**src/rtl/piso_serializer.sv**
```systemverilog
// Parallel-in, serial-out transmitter: takes a WIDTH-bit word over LOAD/READY
// and emits it one bit per enabled clock, with FRAME/LAST strobes per word.
module piso_serializer #(
  parameter int WIDTH     = 8,
  parameter bit MSB_FIRST = 1'b0
) (
  input  logic             CLK,
  input  logic             RST,
  input  logic             EN,
  input  logic [WIDTH-1:0] PDIN,
  input  logic             LOAD,
  output logic             READY,
  output logic             DOUT,
  output logic             DOUT_VALID,
  output logic             FRAME,
  output logic             LAST
);

  localparam int CW = $clog2(WIDTH);
  localparam logic [CW-1:0] CNT_LAST = CW'(WIDTH - 1);
  localparam logic [CW-1:0] CNT_PENULT = CW'(WIDTH - 2);

  typedef enum logic {
    IDLE,
    SHIFT
  } state_t;

  state_t           state;
  logic [CW-1:0]    count;
  logic [WIDTH-1:0] sreg;
  logic [WIDTH-1:0] shifted;
  logic             at_end;
  logic             accept;

  // Bit that goes on the line first for a given register image.
  function automatic logic head(input logic [WIDTH-1:0] w);
    return MSB_FIRST ? w[WIDTH-1] : w[0];
  endfunction

  always_comb begin
    shifted = '0;
    if (MSB_FIRST) shifted = {sreg[WIDTH-2:0], 1'b0};
    else           shifted = {1'b0, sreg[WIDTH-1:1]};
  end

  assign at_end = (state == SHIFT) && (count == CNT_LAST);
  assign READY  = EN && ((state == IDLE) || at_end);
  assign accept = LOAD && READY;

  // Outputs are registered alongside the state so they always match it;
  // a reload on the final bit restarts the word with no idle gap.
  always_ff @(posedge CLK or negedge RST) begin
    if (!RST) begin
      state      <= IDLE;
      count      <= '0;
      sreg       <= '0;
      DOUT       <= 1'b0;
      DOUT_VALID <= 1'b0;
      FRAME      <= 1'b0;
      LAST       <= 1'b0;
    end else if (EN) begin
      if (accept) begin
        state      <= SHIFT;
        count      <= '0;
        sreg       <= PDIN;
        DOUT       <= head(PDIN);
        DOUT_VALID <= 1'b1;
        FRAME      <= 1'b1;
        LAST       <= 1'b0;
      end else if (state == SHIFT) begin
        if (at_end) begin
          state      <= IDLE;
          count      <= '0;
          sreg       <= '0;
          DOUT       <= 1'b0;
          DOUT_VALID <= 1'b0;
          FRAME      <= 1'b0;
          LAST       <= 1'b0;
        end else begin
          count      <= count + 1'b1;
          sreg       <= shifted;
          DOUT       <= head(shifted);
          DOUT_VALID <= 1'b1;
          FRAME      <= 1'b0;
          LAST       <= (count == CNT_PENULT);
        end
      end
    end
  end

endmodule

```
**config.mk**
```make
export PLATFORM = sky130hd
export DESIGN_NAME = piso_serializer
export DESIGN_NICKNAME = d
export VERILOG_FILES = /design/src/rtl/piso_serializer.sv
export SDC_FILE = /design/constraint.sdc
export NUM_CORES = 1
export LEC_CHECK = 0
export BUFFER_PORTS_ARGS = -buffer_cell sky130_fd_sc_hd__buf_2
export CAP_MARGIN = 20
export CORE_MARGIN = 3
export CORE_UTILIZATION = 45
export CTS_CLUSTER_SIZE = 40
export DETAILED_ROUTE_END_ITERATION = 8
export GPL_TIMING_DRIVEN = 0
export HOLD_SLACK_MARGIN = 0.08
export PLACE_DENSITY_LB_ADDON = 0.25
export SETUP_SLACK_MARGIN = 0.4
export SLEW_MARGIN = 15
export SYNTH_ARGS = -nofsm -noshare
export SYNTH_HDL_FRONTEND = slang
export SYNTH_SLANG_ARGS = --single-unit
```
**constraint.sdc**
```tcl
create_clock -name CLK -period 3.1 [get_ports CLK]
set_input_delay 0.31 -clock CLK [delete_from_list [all_inputs] [get_ports CLK]]
set_output_delay 0.31 -clock CLK [all_outputs]
set_load 0.03 [all_outputs]
```
# [After elaboration in Yosys (flattened, before gate mapping)]
# Cells that the tools add are included.
# Widths: inputs -> output; s select.
[op_classes] n_addsub=1 mux=19 n_reduce_logical=6 eq_ne=2 n_bitwise=1
[ops] cell="$mux 8" n=2
[ops] cell="$mux 1" n=13
[ops] cell="$mux 3" n=3
[ops] cell="$mux 7" n=1
[ops] cell="$eq 3x3->1 const B" n=2
[ops] cell="$add 3x1->3 const B" n=1
[ops] cell="$logic_and 1x1->1" n=3
[ops] cell="$reduce_and 2->1" n=1
[ops] cell="$reduce_bool 2->1" n=1
[ops] cell="$logic_or 1x1->1" n=1
[ops] cell="$not 1->1" n=1
[word_totals] out_inout_bits=5 input_bits=12 reg_bits=16 elab_cells=36

# [Depth between registers and ports, before layout]
[logic_depth] word_depth=7 mapped_depth=6 ltp_nobuf=5

# [Worst setup path after synthesis]
# Ideal clock, no wire load.
[synth_timing] path_kind="register to output" startpoint="register count[0]" endpoint="output READY" n_path_buf=0 t_required_ps=2790 t_arrival_ps=1361 path_slack_ps=1429 stages_incl_launch_ff=5 cell_sequence="dfrtp_1 > ha_1 > ha_1 > or2b_1 > and2_2"
[synth_between] elab_chain_cells=4
[synth_rtl] element="start: declaration" line="29" source="logic [CW-1:0] count;"
[synth_rtl] element="start signal: assignment" line="80" source="count <= count + 1'b1;"
[synth_rtl] element="$eq 3x3->1" line="46" source="assign at_end = (state == SHIFT) && (count == CNT_LAST);"
[synth_rtl] element="$logic_and 1x1->1" line="46"
[synth_rtl] element="$logic_or 1x1->1" line="47" source="assign READY = EN && ((state == IDLE) || at_end);"
[synth_rtl] element="$logic_and 1x1->1" line="47"
[synth_rtl] element="end: declaration" line="12" source="output logic READY,"
# No other way between the ends.

# [Worst setup path in the final report]
# Ends and elaborated chain as after synthesis.

==> impl_metrics.yaml <==
setup_path:
  crit_cells: 5
  worstPathMaxFanout: 7
  crit_end: "READY"
  slowest_delay_ns: 0.42
  cpMaxStageDelayCell: "dfrtp_1"
  cp_num_buf_inv: 1
  crit_path_start: "count[0]$_DFFE_PN0P_"
  path_class: "reg2out"
  start_kind: "flip-flop"
  r2r_slack_ns: 1.45
  cpMostUsedCell: "ha_1"
  critPathTopFamily: "simple AND/OR/NAND/NOR gates"
  r2r_cells: 6
  r2r-end: "sreg[6]$_DFFE_PN0P_"
  rr_startpoint: "count[0]$_DFFE_PN0P_"
  critPathArrivalTime_ns: 1.88
  setup.worst_path.end_class: "primary output"
  crit_chain: "ha_1, ha_1, or2b_1, and2_2, buf_2"
  required_ns: 2.79
run:
  drv_cap: 0
placed_design:
  gp_congestion: 0.7872
  dp.final_hpwl_mm: 1.068
  port_buffers: 15
  dpl_cell_area_um2: 817.0
power_and_ir_drop:
  ir_drop_v: 0.0004498
  p_comb_frac: 0.377
  power_density_nw_per_um2: 776.2
  p_leak_nw: 0.4493
  seqPwrFrac: 0.462
  p_sw_mw: 0.2417
  clockPowerShare: 0.161
  p_int_mw: 0.4206
  p_sw_frac: 0.3649
cts:
  clk_path_buf_depth: 2
  numCtsBuffers: 3
  cts-root-buf: "clkbuf_4"
  clk_latency_ns: 0.27
  numClockSinks: 15
  clk_pin_slew_worst_paths_ns: 0.08
  h-tree-depth: 1
  post_cts_buffers: 0
  ctsHoldBuffers: 1
  post_cts_resized: 0
  cts_tree: "built"
cells_and_area:
  layout_commonest_cell: "buf_2"
  antenna_cells: 0
  syn2layout_area_growth_pct: 17.99
  fill_cells: 130
  fin_area_um2: 853.3
  layout_common_cells: "buf_2 (16), dfrtp_1 (15), nand2_1 (11)"
  nets: 105
  layout-drive-gt1-share: 0.2697
drt:
  via_count: 587
  drt_iter0_drc: 23
  drc: 0
  post_drt_via_cell_ratio: 5.644
  wl_per_cell_um: 13.87
  antenna_left: 0
  dr.pass1.iters: 4
  drt-total-wl_mm: 1.442
min_path:
  holdCritStartpoint: "PDIN[6]"
  worst_hold_path_type: "in2reg"
sta:
  tightest_slew_ns: 0.3367
  hold_viol: 0
  fin_setup_tns_ns: 0
  slew_headroom: 0.7732
  finalMaxSlewViolations: 0
  setup_violations: 0
  fin_skew_ns: 0.0006815
  grt_setup_unrepaired: "no"
  fin_crit_sh: 0.7067
  fmaxAchievable_ghz: 0.4565
  layout_min_cycle_time_ns: 2.191
grt:
  first_global_vias: 552
  grtUsageTotal: 0.1649
  antenna_found_initial: 0
  grt-ovfl-total: 0
  grt_max_degree: 16
  grt_pass1_wl_mm: 2.477
die:
  die_w_um: 46.09
  io_pins: 17
  rows: 13
  die_y_um: 46.09
  dieArea_um2: 2124
  core-area_um2: 1399
  start_util: 0.5170
logic_synthesis:
  yosys_warnings: 0
  seq_area_frac_synth: 0.5190
  syn_area_um2: 723.2
  syn_area_per_cell_um2: 10.48
  syn-num-nets: 84
  synth-seq-cells: 15
  synth.distinct_cells: 27
  synthCells: 69
outcome:
  status: "finished, final reports clean"
==> stage by stage <==
step	total power [mW]	setup slack [ns]	std cells	hold WS (ns)	util
final	0.6623	0.9092	104	0.2339	0.6100
after floorplan	0.4884	1.429	69	0.01441	-
after global placement	0.5458	1.221	99	0.2267	0.5841
after CTS	0.6702	0.8824	104	0.2300	0.6100
after global routing	0.7143	0.8115	104	0.2353	0.6100
after detailed placement	0.5600	1.203	99	0.2287	0.5841
==> power groups by stage <==
stage               Clock (mW)  Combinational (mW)  Sequential (mW)
floorplan                    0               0.167            0.322
global placement             0               0.243            0.303
detailed placement           0               0.251            0.309
CTS                      0.111               0.253            0.306
global route             0.122               0.279            0.313
finish                   0.107               0.250            0.306
==> worst min path at each step <==
stage,to,slack [ns],cells past startpoint
after global placement,sreg[0]$_DFFE_PN0P_,0.23,1
after global routing,sreg[6]$_DFFE_PN0P_,0.24,2
after detailed placement,sreg[0]$_DFFE_PN0P_,0.23,1
after floorplan,DOUT_VALID$_DFFE_PN0P_,0.01,0
final,sreg[6]$_DFFE_PN0P_,0.23,2
after CTS,sreg[6]$_DFFE_PN0P_,0.23,2
==> cell families after synthesis <==
family | Yosys count | synth area share
AO/OA/AOI/OAI | 19 | 0.1990
adder cells (fa/ha/maj) | 3 | 0.05191
buffers and inverters | 6 | 0.05881
flip-flops | 15 | 0.5190
AND/OR/NAND/NOR | 26 | 0.1713
==> flip-flops by register name, indices dropped and copies added (netlist names) <==
name / cells
count: 3
FRAME: 1
sreg: 8
DOUT_VALID: 1
LAST: 1
state: 1
==> cell usage after synthesis <==
master,instances,area [µm²]
ha_1,3,37.54
dfrtp_1,15,375.4
and2_2,1,7.510
and2_1,1,6.260
o21ai_0,1,5.000
o22a_1,1,8.760
a32o_1,1,10.01
o31ai_1,1,7.510
a22o_1,2,17.52
clkbuf_1,1,3.750
nand2_1,11,41.29
buf_2,1,5.000
and2b_1,1,7.510
a21o_1,2,15.01
or2b_1,1,7.510
buf_4,1,7.510
a22oi_1,5,37.54
buf_6,2,22.52
o211ai_1,1,7.510
a22o_2,1,10.01
o21a_1,1,7.510
a31oi_1,2,12.51
inv_1,1,3.750
nor2_1,4,15.01
nand3_1,6,30.03
and3b_1,1,8.760
a21oi_1,1,5.000
==> cell type report <==
| type | count | area [µm²] | area share |
|---|---|---|---|
| repair buffers | 16 | 85.08 | 0.09971 |
| flip-flops and latches | 15 | 375.4 | 0.4399 |
| plain buffers | 5 | 38.79 | 0.04545 |
| well taps | 15 | 18.77 | 0.02199 |
| multi-input cells | 48 | 305.3 | 0.3578 |
| inverters | 1 | 3.754 | 0.004399 |
| clock buffers | 4 | 26.28 | 0.03079 |
==> metal layers <==
metal / vias up / track usage / wire length [µm]
met1: 280 / 0.2192 / 641
met3: 4 / 0.03516 / 63
met5: - / 0 / 0
met2: 12 / 0.2582 / 718
met4: 0 / 0.06818 / 17
li1: 291 / - / -
No activity file was read; power rests on OpenSTA's default activity.
